### src/rtl/trim_dac_loader_if.sv
// trim_dac_loader_if
//   Write/commit request bus feeding trim_dac_loader.
//   wr_valid  : trim write request (source holds until wr_ready)
//   wr_ready  : loader can accept a write or commit this cycle
//   wr_ch     : channel index; values >= NUM_CH are rejected
//   wr_code   : 12-bit DAC code for wr_ch
//   wr_commit : request a DAC update, with a write or on its own
//   master = request source, slave = trim_dac_loader.
interface trim_dac_loader_if;
  logic        wr_valid;
  logic        wr_ready;
  logic [3:0]  wr_ch;
  logic [11:0] wr_code;
  logic        wr_commit;

  modport master (
    output wr_valid, wr_ch, wr_code, wr_commit,
    input  wr_ready
  );

  modport slave (
    input  wr_valid, wr_ch, wr_code, wr_commit,
    output wr_ready
  );
endinterface

### src/rtl/trim_dac_loader.sv
// trim_dac_loader
//   Upstream front end for trim_dac_ctrl. Takes per-channel 12-bit trim codes,
//   writes them into the trim LUT as two 7-bit halves, and on commit fires a
//   single-cycle load_dacs strobe followed by a LUT write lockout that covers
//   the whole DAC shift-out.
//
// Ports
//   clk40, rst : 40 MHz clock, asynchronous active-high reset
//   wr         : write/commit request bus (slave side)
//   lut_in     : LUT write data (7 bits)
//   lut_addr   : LUT write address, 2*ch for the low half, 2*ch+1 for the high
//   lut_we     : LUT write enable
//   load_dacs  : one-cycle start strobe to trim_dac_ctrl
//   busy       : high from the load_dacs cycle until the lockout expires
//   err_pulse  : one-cycle pulse when an out-of-range channel write is accepted
//
// Optional build macro TRIM_SHADOW_RB_EN
//   Adds rb_ch (in, 4) and rb_code (out, 12): registered readback of a shadow
//   copy of the last code written per channel, 0 for rb_ch >= NUM_CH.
module trim_dac_loader #(
  parameter int unsigned BUSY_CYCLES = 640,
  parameter int unsigned NUM_CH      = 9
) (
  input  logic              clk40,
  input  logic              rst,
  trim_dac_loader_if.slave  wr,
  output logic [6:0]        lut_in,
  output logic [4:0]        lut_addr,
  output logic              lut_we,
  output logic              load_dacs,
  output logic              busy,
  output logic              err_pulse
`ifdef TRIM_SHADOW_RB_EN
  ,
  input  logic [3:0]        rb_ch,
  output logic [11:0]       rb_code
`endif
);

  localparam int unsigned       CW       = $clog2(BUSY_CYCLES + 1);
  localparam logic [CW-1:0]     CNT_LOAD = CW'(BUSY_CYCLES - 1);
  localparam logic [4:0]        NUM_CH_W = 5'(NUM_CH);

  typedef enum logic [2:0] {IDLE, WR_LO, WR_HI, TRIG, BUSY} state_t;

  state_t        state;
  logic [3:0]    ch_q;
  logic [11:0]   code_q;
  logic          commit_q;
  logic [CW-1:0] cnt;
  logic          pending;
  logic          ch_ok;

  assign ch_ok       = ({1'b0, wr.wr_ch} < NUM_CH_W);
  assign wr.wr_ready = (state == IDLE) & ~rst;

  always_ff @(posedge clk40 or posedge rst) begin
    if (rst) begin
      state     <= IDLE;
      ch_q      <= '0;
      code_q    <= '0;
      commit_q  <= 1'b0;
      cnt       <= '0;
      pending   <= 1'b0;
      lut_in    <= '0;
      lut_addr  <= '0;
      lut_we    <= 1'b0;
      load_dacs <= 1'b0;
      busy      <= 1'b0;
      err_pulse <= 1'b0;
    end else begin
      lut_we    <= 1'b0;
      load_dacs <= 1'b0;
      err_pulse <= 1'b0;
      unique case (state)
        IDLE: begin
          if (wr.wr_valid && ch_ok) begin
            ch_q     <= wr.wr_ch;
            code_q   <= wr.wr_code;
            commit_q <= wr.wr_commit;
            lut_we   <= 1'b1;
            lut_addr <= {wr.wr_ch, 1'b0};
            lut_in   <= wr.wr_code[6:0];
            state    <= WR_LO;
          end else if (wr.wr_valid || wr.wr_commit) begin
            err_pulse <= wr.wr_valid;
            if (wr.wr_commit) begin
              load_dacs <= 1'b1;
              busy      <= 1'b1;
              pending   <= 1'b0;
              state     <= TRIG;
            end
          end
        end
        WR_LO: begin
          lut_we   <= 1'b1;
          lut_addr <= {ch_q, 1'b1};
          lut_in   <= {2'b00, code_q[11:7]};
          state    <= WR_HI;
        end
        WR_HI: begin
          if (commit_q) begin
            load_dacs <= 1'b1;
            busy      <= 1'b1;
            pending   <= 1'b0;
            state     <= TRIG;
          end else begin
            state <= IDLE;
          end
        end
        TRIG: begin
          cnt   <= CNT_LOAD;
          state <= BUSY;
          if (wr.wr_commit) pending <= 1'b1;
        end
        BUSY: begin
          if (cnt == '0) begin
            // A commit landing on the final lockout cycle is treated as pending
            // so it is not silently dropped on the way back to IDLE.
            if (pending || wr.wr_commit) begin
              load_dacs <= 1'b1;
              pending   <= 1'b0;
              state     <= TRIG;
            end else begin
              busy  <= 1'b0;
              state <= IDLE;
            end
          end else begin
            cnt <= cnt - 1'b1;
            if (wr.wr_commit) pending <= 1'b1;
          end
        end
        default: state <= IDLE;
      endcase
    end
  end

`ifdef TRIM_SHADOW_RB_EN
  logic [11:0] shadow [NUM_CH];

  always_ff @(posedge clk40 or posedge rst) begin
    if (rst) begin
      for (int unsigned i = 0; i < NUM_CH; i++) shadow[i] <= '0;
      rb_code <= '0;
    end else begin
      if (state == WR_HI) shadow[ch_q] <= code_q;
      rb_code <= ({1'b0, rb_ch} < NUM_CH_W) ? shadow[rb_ch] : '0;
    end
  end
`endif

endmodule

### src/flat_wrapper.sv
// flat-port wrapper written by rule: the top's interface ports become plain ports
module trim_dac_loader_flat 
#(
  parameter int unsigned BUSY_CYCLES = 640,
  parameter int unsigned NUM_CH      = 9
)
  (clk40, rst, lut_in, lut_addr, lut_we, load_dacs, busy, err_pulse, wr_wr_valid, wr_wr_ch, wr_wr_code, wr_wr_commit, wr_wr_ready);
  trim_dac_loader_if wr_i ();
  input  logic clk40;
  input  logic rst;
  output logic [6:0] lut_in;
  output logic [4:0] lut_addr;
  output logic lut_we;
  output logic load_dacs;
  output logic busy;
  output logic err_pulse;
  input wire logic [$bits(wr_i.wr_valid)-1:0] wr_wr_valid;
  input wire logic [$bits(wr_i.wr_ch)-1:0] wr_wr_ch;
  input wire logic [$bits(wr_i.wr_code)-1:0] wr_wr_code;
  input wire logic [$bits(wr_i.wr_commit)-1:0] wr_wr_commit;
  output wire logic [$bits(wr_i.wr_ready)-1:0] wr_wr_ready;
  assign wr_i.wr_valid = wr_wr_valid;
  assign wr_i.wr_ch = wr_wr_ch;
  assign wr_i.wr_code = wr_wr_code;
  assign wr_i.wr_commit = wr_wr_commit;
  assign wr_wr_ready = wr_i.wr_ready;
  trim_dac_loader #(.BUSY_CYCLES(BUSY_CYCLES), .NUM_CH(NUM_CH)) u_core (.clk40(clk40), .rst(rst), .wr(wr_i), .lut_in(lut_in), .lut_addr(lut_addr), .lut_we(lut_we), .load_dacs(load_dacs), .busy(busy), .err_pulse(err_pulse));
endmodule
### config.mk
export PLATFORM = sky130hd
export DESIGN_NAME = trim_dac_loader_flat
export DESIGN_NICKNAME = d
export VERILOG_FILES = /design/src/rtl/trim_dac_loader_if.sv /design/src/rtl/trim_dac_loader.sv /design/src/flat_wrapper.sv
export SDC_FILE = /design/constraint.sdc
export NUM_CORES = 1
export LEC_CHECK = 0
export ABC_AREA = 0
export BUFFER_PORTS_ARGS = -buffer_cell sky130_fd_sc_hd__clkbuf_2
export CAP_MARGIN = 15
export CORE_MARGIN = 1.5
export CORE_UTILIZATION = 49
export CTS_BUF_LIST = sky130_fd_sc_hd__clkbuf_8 sky130_fd_sc_hd__clkbuf_16
export CTS_CLUSTER_SIZE = 40
export DETAILED_ROUTE_END_ITERATION = 6
export PLACE_DENSITY = 0.77
export REMOVE_ABC_BUFFERS = 1
export SLEW_MARGIN = 20
export SYNTH_ARGS = -nofsm -noshare
export SYNTH_HDL_FRONTEND = slang
export SYNTH_SLANG_ARGS = --single-unit
export TNS_END_PERCENT = 1
### constraint.sdc
create_clock -name clk40 -period 1.76 [get_ports clk40]
set_input_delay 0 -clock clk40 [delete_from_list [all_inputs] [get_ports clk40]]
set_output_delay 0 -clock clk40 [all_outputs]
set_load 0.01 [all_outputs]
==> summary.md, run 1 <==
| Metric | Value |
|---|---|
| Gate Count Post-Synth | 175 |
| Reg2reg start | u_core.cnt[1] |
| Initial Util | 50.8% |
| Post-synthesis instance area | 2020 um2 |
| Vias per std cell | 5.42 |
| H-Tree Depth | 2 |
| Unrepaired setup endpoints after global routing | yes |
| Final routed wire length divided by cell count | 14.3 um |
| Critical Path End Type | flip-flop |
| Final critical-path setup slack | -69.3 ps |
| Worst Tran Pin Value | 504 ps |
| Share of cell area taken by muxes after synthesis | 6.14% |
| Largest driver fanout on the critical path | 7 |
| Average instance area after synthesis | 11.5 um2 |
| Cell family with most CP delay | simple AND/OR/NAND/NOR gates |
| Final sum of negative setup slack | -693 ps |
| Dominant synthesized flop cell | sky130_fd_sc_hd__dfrtp_1 |
| Number of buffers and inverters on the critical path | 2 |
| Final Hold Violating Endpoints | 1 |
| Power consumption | 4.01 mW |
| Number of vias after detailed routing | 1647 |
| Failing checks | hold timing, setup timing |
| Area of the core region | 3970 um2 |
| Clock tree from TritonCTS | built |
| Hold Path Class | in2reg |
| Hold Crit Depth | 3 |
| Area delta synth->final | 34.8% |
| Simple-gate share of the synthesized area | 17.7% |
| Commonest cells after routing, fill and taps aside | sky130_fd_sc_hd__dfrtp_1 (40), sky130_fd_sc_hd__clkbuf_2 (36), sky130_fd_sc_hd__buf_4 (32) |
| Number of enable-type register cells in the synthesized netlist | 0 |
| Peak Freq | 547 MHz |
| DPL Wire Length | 3020 um |
| DRC violations left | 0 |
| Total of flip-flops plus latches after synthesis | 40 |
| Final period utilization | 104% |
| Number of top-level pins | 37 |
| Clock slew at reported path FFs | 80 ps |
| Warnings from Yosys | 0 |
| Library cell used as clock root buffer | sky130_fd_sc_hd__clkbuf_8 |
| Adder-Cell Fraction of Synth Area | 1.24% |
| Y dimension of the die | 67.2 um |
| Wire length of the first global-routing pass | 7010 um |
| Clock Tree Buf Depth | 2 |
| Post-Route Hold Slack | -0.284 ps |
| Number of rows created at floorplan | 23 |
| Reg2reg end | u_core.cnt[5] |
| Sequential element share of the synthesized area | 49.6% |
| Number of DRC markers in iteration 0 | 80 |
| Detailed-route wire length | 4350 um |
| Die span in x | 67.2 um |
| Number of nets with antenna violations after detailed routing | 0 |
| Port Buf Inserts | 36 |
| Source-to-sink clock delay at the later pin of the worst-skew pair | 290 ps |
| CP max-delay cell | sky130_fd_sc_hd__or4b_4 |
| Arrival time at the worst endpoint | 2060 ps |
| Max IR drop VDD | 1200 uV |
| R2r worst-path depth | 7 |
| Number of unique standard cell types used by synthesis | 50 |
| Vias in the first global route | 1503 |
| Power Dens Cells | 1470 nW/um2 |
| Total overflow reported by the global router | 0 |
| Series of cell instances along the critical path | inv_2, ha_4, or4b_4, o311ai_4, buf_4, o31ai_2, nand3_2 |
| Largest family of logic cells by synthesized area | compound AO/OA/AOI/OAI gates |
| Num CTS Buffers | 5 |
| Worst Hold End | u_core.lut_in[2] |
| Leakage dissipation | 1.24 nW |
| FFs w/ async S/R, synth | 100% |
| Overall Global Routing Usage | 20.9% |
| Category of the most critical setup path | reg2reg |
| CP required | 1990 ps |
| Maximum clock skew at final layout | 4.43 ps |
| Commonest non-fill, non-tap cell in the layout | sky130_fd_sc_hd__dfrtp_1 |
| Proportion of layout cells with a drive suffix above 1 | 44.5% |
| DRT Pass-1 Iters | 5 |
| Antenna violations before repair | 0 |
| Xor-xnor portion of the synthesized cell area | 0.868% |
| Slew margin rel. | 66.4% |
| Sink count of the clock tree | 40 |
| Worst Setup Start Kind | flip-flop |
| Setup-violating endpoint count in the final report | 17 |
| Global placement routability congestion | 0.814 |
| Source of the worst hold timing path | wr_wr_code[2] |
| Delay of the slowest critical-path stage | 510 ps |
| Maximum number of pins on one net before global-route repair | 41 |
| Period minus WS final | 1830 ps |
| Result of the run | finished, violations left |
| N_diodes | 0 |
| Setup slack on the worst flop-to-flop path | -70 ps |
| Count of pins over their slew limit | 0 |
| Layout Nets | 276 |
| Share of the synthesized area in compound gates (AO/OA/AOI/OAI) | 19.4% |
| Die Footprint | 4510 um2 |
| Number of maximum-capacitance constraint violations | 0 |
==> worst min-delay path, cell delays in order <==
cell and delay [ps]:
sky130_fd_sc_hd__clkbuf_2 80, sky130_fd_sc_hd__a22o_1 120, sky130_fd_sc_hd__a21o_1 70
==> registers in the layout (all words and copies together) (netlist names) <==
name / cells
u_core.cnt: 10
u_core.lut_in: 7
u_core.err_pulse: 1
u_core.busy: 1
u_core.commit_q: 1
u_core.pending: 1
u_core.lut_addr: 5
u_core.state: 3
u_core.lut_we: 1
u_core.code_q: 5
u_core.load_dacs: 1
u_core.ch_q: 4
==> Yosys cell counts, types with 2 or more instances <==
cell,number,area [um2]
sky130_fd_sc_hd__xor2_1,2,17.5
sky130_fd_sc_hd__inv_1,10,37.5
sky130_fd_sc_hd__nand3_1,3,15.0
sky130_fd_sc_hd__nor4_1,2,12.5
sky130_fd_sc_hd__or4_2,2,17.5
sky130_fd_sc_hd__and2_1,2,12.5
sky130_fd_sc_hd__dfrtp_1,40,1000
sky130_fd_sc_hd__a31oi_1,4,25.0
sky130_fd_sc_hd__o21ai_0,5,25.0
sky130_fd_sc_hd__buf_4,3,22.5
sky130_fd_sc_hd__or4_1,2,15.0
sky130_fd_sc_hd__a21oi_1,7,35.0
sky130_fd_sc_hd__buf_6,3,33.8
sky130_fd_sc_hd__nor3_1,6,30.0
sky130_fd_sc_hd__o31ai_1,5,37.5
sky130_fd_sc_hd__ha_1,2,25.0
sky130_fd_sc_hd__a22o_1,9,78.8
sky130_fd_sc_hd__mux2_2,10,113
sky130_fd_sc_hd__or3_2,2,15.0
sky130_fd_sc_hd__nor3b_1,2,15.0
sky130_fd_sc_hd__o311ai_4,2,52.6
sky130_fd_sc_hd__nor2_1,4,15.0
sky130_fd_sc_hd__a21o_1,9,67.6
sky130_fd_sc_hd__nor3b_4,2,37.5
sky130_fd_sc_hd__nand2_1,12,45.0
==> stage by stage <==
step / area (um2) / instances / setup slack, ps / hold slack (ps) / utilization, %
floorplan: 1950 / 167 / -409 / 47.5 / -
global placement: 2410 / 282 / -50.6 / 142 / 60.7
detailed placement: 2410 / 282 / -149 / 148 / 60.7
CTS: 2690 / 304 / -99.3 / 0.773 / 67.6
global route: 2720 / 304 / -144 / 0.187 / 68.5
finish: 2720 / 304 / -69.3 / -0.284 / 68.5
==> cells by family (layout without fill, tap and decap cells) <==
family,after synthesis,after routing
AND/OR/NAND/NOR,53,53
AO/OA/AOI/OAI,49,49
flip-flops,40,40
buffers and inverters,18,97
multiplexers,11,11
adder cells (fa/ha/maj),2,2
XOR/XNOR,2,2
==> where the power goes <==
part           total (mW)  switching [mW]  internal [mW]  leakage (nW)
combinational        1.92           0.917           1.00         0.736
clock               0.587           0.319          0.268        0.0400
sequential           1.51           0.222           1.28         0.466
==> area by class of cell <==
class                      count  area (um2)
clock buffer                   5        68.8
fill                         290        1250
inverter                      10        37.5
clock inverter                 2        12.5
tap                           50        62.6
sequential                    40        1000
timing repair buffer          80         542
multi-input combinational    117         995
==> timing repair <==
action	in CTS	in global routing
setup endpoints to repair	20	37
hold buffers	11	0
pin swaps	4	4
gates resized for setup	13	7
endpoints found under the hold margin	50	0
setup buffers	4	0
==> metal layers <==
metal | routed length (um) | up-vias | global-route usage, %
met4 | 56 | 0 | 5.61
met2 | 2120 | 32 | 32.5
li1 | - | 805 | -
met5 | 0 | - | 0
met3 | 161 | 6 | 5.33
met1 | 2010 | 804 | 29.1
==> how the worst max path moves through the flow <==
stage                    startpoint                 end  slack [ps]  depth (start not counted)
floorplan           u_core.state[0]  u_core.lut_addr[1]        -410                          4
global placement      u_core.cnt[0]       u_core.cnt[5]         -50                          6
detailed placement    u_core.cnt[0]         u_core.busy        -150                          6
CTS                   u_core.cnt[1]       u_core.cnt[5]        -100                          7
global route          u_core.cnt[1]       u_core.cnt[3]        -140                          6
finish                u_core.cnt[1]       u_core.cnt[5]         -70                          7
No activity file was read; power rests on OpenSTA's default activity.
==> run 2: changes to the inputs <==
--- a/config.mk
+++ b/config.mk
@@ -8,9 +8,10 @@
 export ABC_AREA = 0
 export BUFFER_PORTS_ARGS = -buffer_cell sky130_fd_sc_hd__clkbuf_2
 export CAP_MARGIN = 15
-export CORE_MARGIN = 1.5
+export CORE_MARGIN = 10
 export CORE_UTILIZATION = 49
 export CTS_BUF_LIST = sky130_fd_sc_hd__clkbuf_8 sky130_fd_sc_hd__clkbuf_16
+export CTS_CLUSTER_DIAMETER = 100
 export CTS_CLUSTER_SIZE = 40
 export DETAILED_ROUTE_END_ITERATION = 6
 export PLACE_DENSITY = 0.77
==> constraint.sdc (replaced) <==
create_clock -name clk40 -period 1.76 [get_ports clk40]
set_input_delay 0 -clock clk40 [delete_from_list [all_inputs] [get_ports clk40]]
set_output_delay 0 -clock clk40 [all_outputs]
set_load 0.05 [all_outputs]
==> run 2 against run 1 <==
The run ends with setup timing left. Sequential power about the same. Clock skew about the same. Hold slack better by 1.4 ps. Cell count up 0.33%. First-iteration DRC count down 15%. Critical path depth down 1. Global-route usage down 6.8 points. Via count down 0.55%. Utilization up 0.16 points. Register-to-register slack about the same. Die area up 57%.
==> summary.md, run 2 (synthesis gave the netlist of run 1 again) <==
| Metric | Value |
|---|---|
| Total overflow reported by the global router | 0 (unchanged) |
| Vias in the first global route | 1729 (+15%) |
| Area of the core region | 4000 um2 (+0.72%) |
| Power Dens Cells | 1690 nW/um2 (+15%) |
| Delay of the slowest critical-path stage | 520 ps (about the same) |
| Overall Global Routing Usage | 14.1% (-6.8 points) |
| Commonest non-fill, non-tap cell in the layout | sky130_fd_sc_hd__dfrtp_1 |
| Result of the run | finished, violations left |
| Leakage dissipation | 1.28 nW (+3.2%) |
| Post-Route Hold Slack | 1.13 ps (+1.41 ps) |
| Series of cell instances along the critical path | inv_2, ha_4, or4b_4, o311ai_4, xor2_1, nand2_1 |
| DPL Wire Length | 3380 um (+12%) |
| Number of nets with antenna violations after detailed routing | 0 (unchanged) |
| Worst Setup SP | u_core.cnt[0] |
| CP required | 1950 ps (-40 ps) |
| Wire length of the first global-routing pass | 8310 um (+19%) |
| Unrepaired setup endpoints after global routing | yes |
| Critical Path End Type | flip-flop |
| Vias per std cell | 5.37 (-0.87%) |
| Final critical-path setup slack | -79.3 ps (-9.93 ps) |
| Worst Tran Pin Value | 500 ps (-3.39 ps) |
| Maximum clock skew at final layout | 4.48 ps (+0.0539 ps) |
| Final Hold Violating Endpoints | 0 (-1) |
| Num CTS Buffers | 5 (unchanged) |
| Instance area after placement | 2440 um2 (+1.2%) |
| Period minus WS final | 1840 ps (+9.93 ps) |
| Detailed-route wire length | 5010 um (+15%) |
| Clock tree from TritonCTS | built |
| Largest registers ranked by flip-flop count | u_core.cnt (10), u_core.lut_in (7) |
| Peak Freq | 544 MHz (-0.54%) |
| Final sum of negative setup slack | -612 ps (+80.7 ps) |
| Setup slack on the worst flop-to-flop path | -80 ps (about the same) |
| Antenna violations before repair | 0 (unchanged) |
| CP max-delay cell | sky130_fd_sc_hd__or4b_4 |
| Area delta synth->final | 36.1% |
| Commonest cells after routing, fill and taps aside | sky130_fd_sc_hd__dfrtp_1 (40), sky130_fd_sc_hd__clkbuf_2 (36), sky130_fd_sc_hd__buf_4 (31) |
| Number of maximum-capacitance constraint violations | 0 (unchanged) |
| Number of top-level pins | 37 (unchanged) |
| Layout Utilization | 68.6% (+0.16 points) |
| Layout Cell Area excl Fill | 2750 um2 (+0.97%) |
| Global placement routability congestion | 0.874 (+7.4%) |
| Proportion of layout cells with a drive suffix above 1 | 43.5% (-0.96 points) |
| Number of vias after detailed routing | 1638 (-0.55%) |
| Category of the most critical setup path | reg2reg |
| Clock Tree Buf Depth | 2 (unchanged) |
| Source of the worst hold timing path | wr_wr_ch[3] |
| Source-to-sink clock delay at the later pin of the worst-skew pair | 290 ps (about the same) |
| Failing checks | setup timing |
| Maximum number of pins on one net before global-route repair | 41 (unchanged) |
| Layout Nets | 276 (unchanged) |
| N_diodes | 0 (unchanged) |
| Slew margin rel. | 66.7% (+0.23 points) |
| H-Tree Depth | 2 (unchanged) |
| Hold Path Class | in2reg |
| Top reg by flops | u_core.cnt |
| Sink count of the clock tree | 40 (unchanged) |
| Initial Util | 50.4% (-0.37 points) |
| Die span in x | 84.2 um (+25%) |
| Y dimension of the die | 84.2 um (+25%) |
| Library cell used as clock root buffer | sky130_fd_sc_hd__clkbuf_8 |
| Clock slew at reported path FFs | 80 ps (about the same) |
| Count of pins over their slew limit | 0 (unchanged) |
| Die Footprint | 7080 um2 (+57%) |
| Setup-violating endpoint count in the final report | 14 (-3) |
| Number of rows created at floorplan | 23 (unchanged) |
| Max IR drop VDD | 1070 uV (-11%) |
| Number of post-CTS setup repair buffers | 0 (-4) |
| Post-Place Setup Slack | -177 ps (-28.1 ps) |
| Port Buf Inserts | 36 (unchanged) |
| Largest driver fanout on the critical path | 5 (-2) |
| DRC violations left | 0 (unchanged) |
| Worst Setup Start Kind | flip-flop |
| Reg2reg start | u_core.cnt[0] |
| Final period utilization | 105% (+0.56 points) |
| FILL cells | 290 (unchanged) |
| Number of DRC markers in iteration 0 | 68 (-15%) |
| DRT Pass-1 Iters | 4 (-1) |
| Largest register FFs | 10 (unchanged) |
| Final routed wire length divided by cell count | 16.4 um (+15%) |
| Arrival time at the worst endpoint | 2030 ps (-30 ps) |
[run 2: cell types whose count changed in the layout (fill, tap and decap cells not counted), sizes merged]
cell / delta
clkinv: -1
clkbuf: +1
clkinvlp: +1
[run 2: per-stage QoR]
stage,std cells,total power [mW]
finish,305,4.65
global route,305,4.93
CTS,305,4.63
detailed placement,286,3.81
global placement,286,3.76
floorplan,167,3.05
[run 2: where the power goes]
part,internal (mW),switching (mW)
combinational,1.04,1.42
clock,0.317,0.332
sequential,1.28,0.256
total,2.64,2.01
[run 2: routing by layer]
| metal | share of wire (%) | track usage [%] | vias up |
|---|---|---|---|
| met1 | 44 | 16.1 | 786 |
| met4 | 1.7 | 5.02 | 0 |
| met5 | 0 | 0 | - |
| met3 | 5.8 | 5.80 | 9 |
| met2 | 49 | 23.0 | 35 |
| li1 | - | - | 808 |
[run 2: what timing repair did]
item | CTS | global route
endpoints found under the hold margin | 50 | 0
setup endpoints to repair | 23 | 33
hold buffers | 11 | 0
cloned | 0 | 0
gates resized for setup | 18 | 4
pin swaps | 5 | 4
[run 2: final timing paths]
check	endpoint	depth (start not counted)
worst max-delay path	u_core.cnt[4]	6
worst min-delay path	u_core.err_pulse	3
worst max register to register	u_core.cnt[4]	6
worst min register to register	u_core.lut_in[4]	1
max in group asynchronous	u_core.cnt[9]	4
min in group asynchronous	u_core.lut_in[0]	4
[run 2: final cells by class]
cell class	count	area, um2	area share (%)
Multi-Input combinational cell	117	1000	36.5
Inverter	10	37.5	1.37
Clock buffer	6	82.6	3.01
Timing Repair Buffer	80	546	19.9
Tap cell	50	62.6	2.28
Sequential cell	40	1000	36.5
Clock inverter	2	15.0	0.547
[run 2: critical path, delay by kind of cell, from the launching register on]
family          cells  cell delay [ps]
xor+xnor            1              200
flops               1              400
compound gates      1              330
buf+inv             1               90
fa+ha+maj           1              130
simple gates        2              590
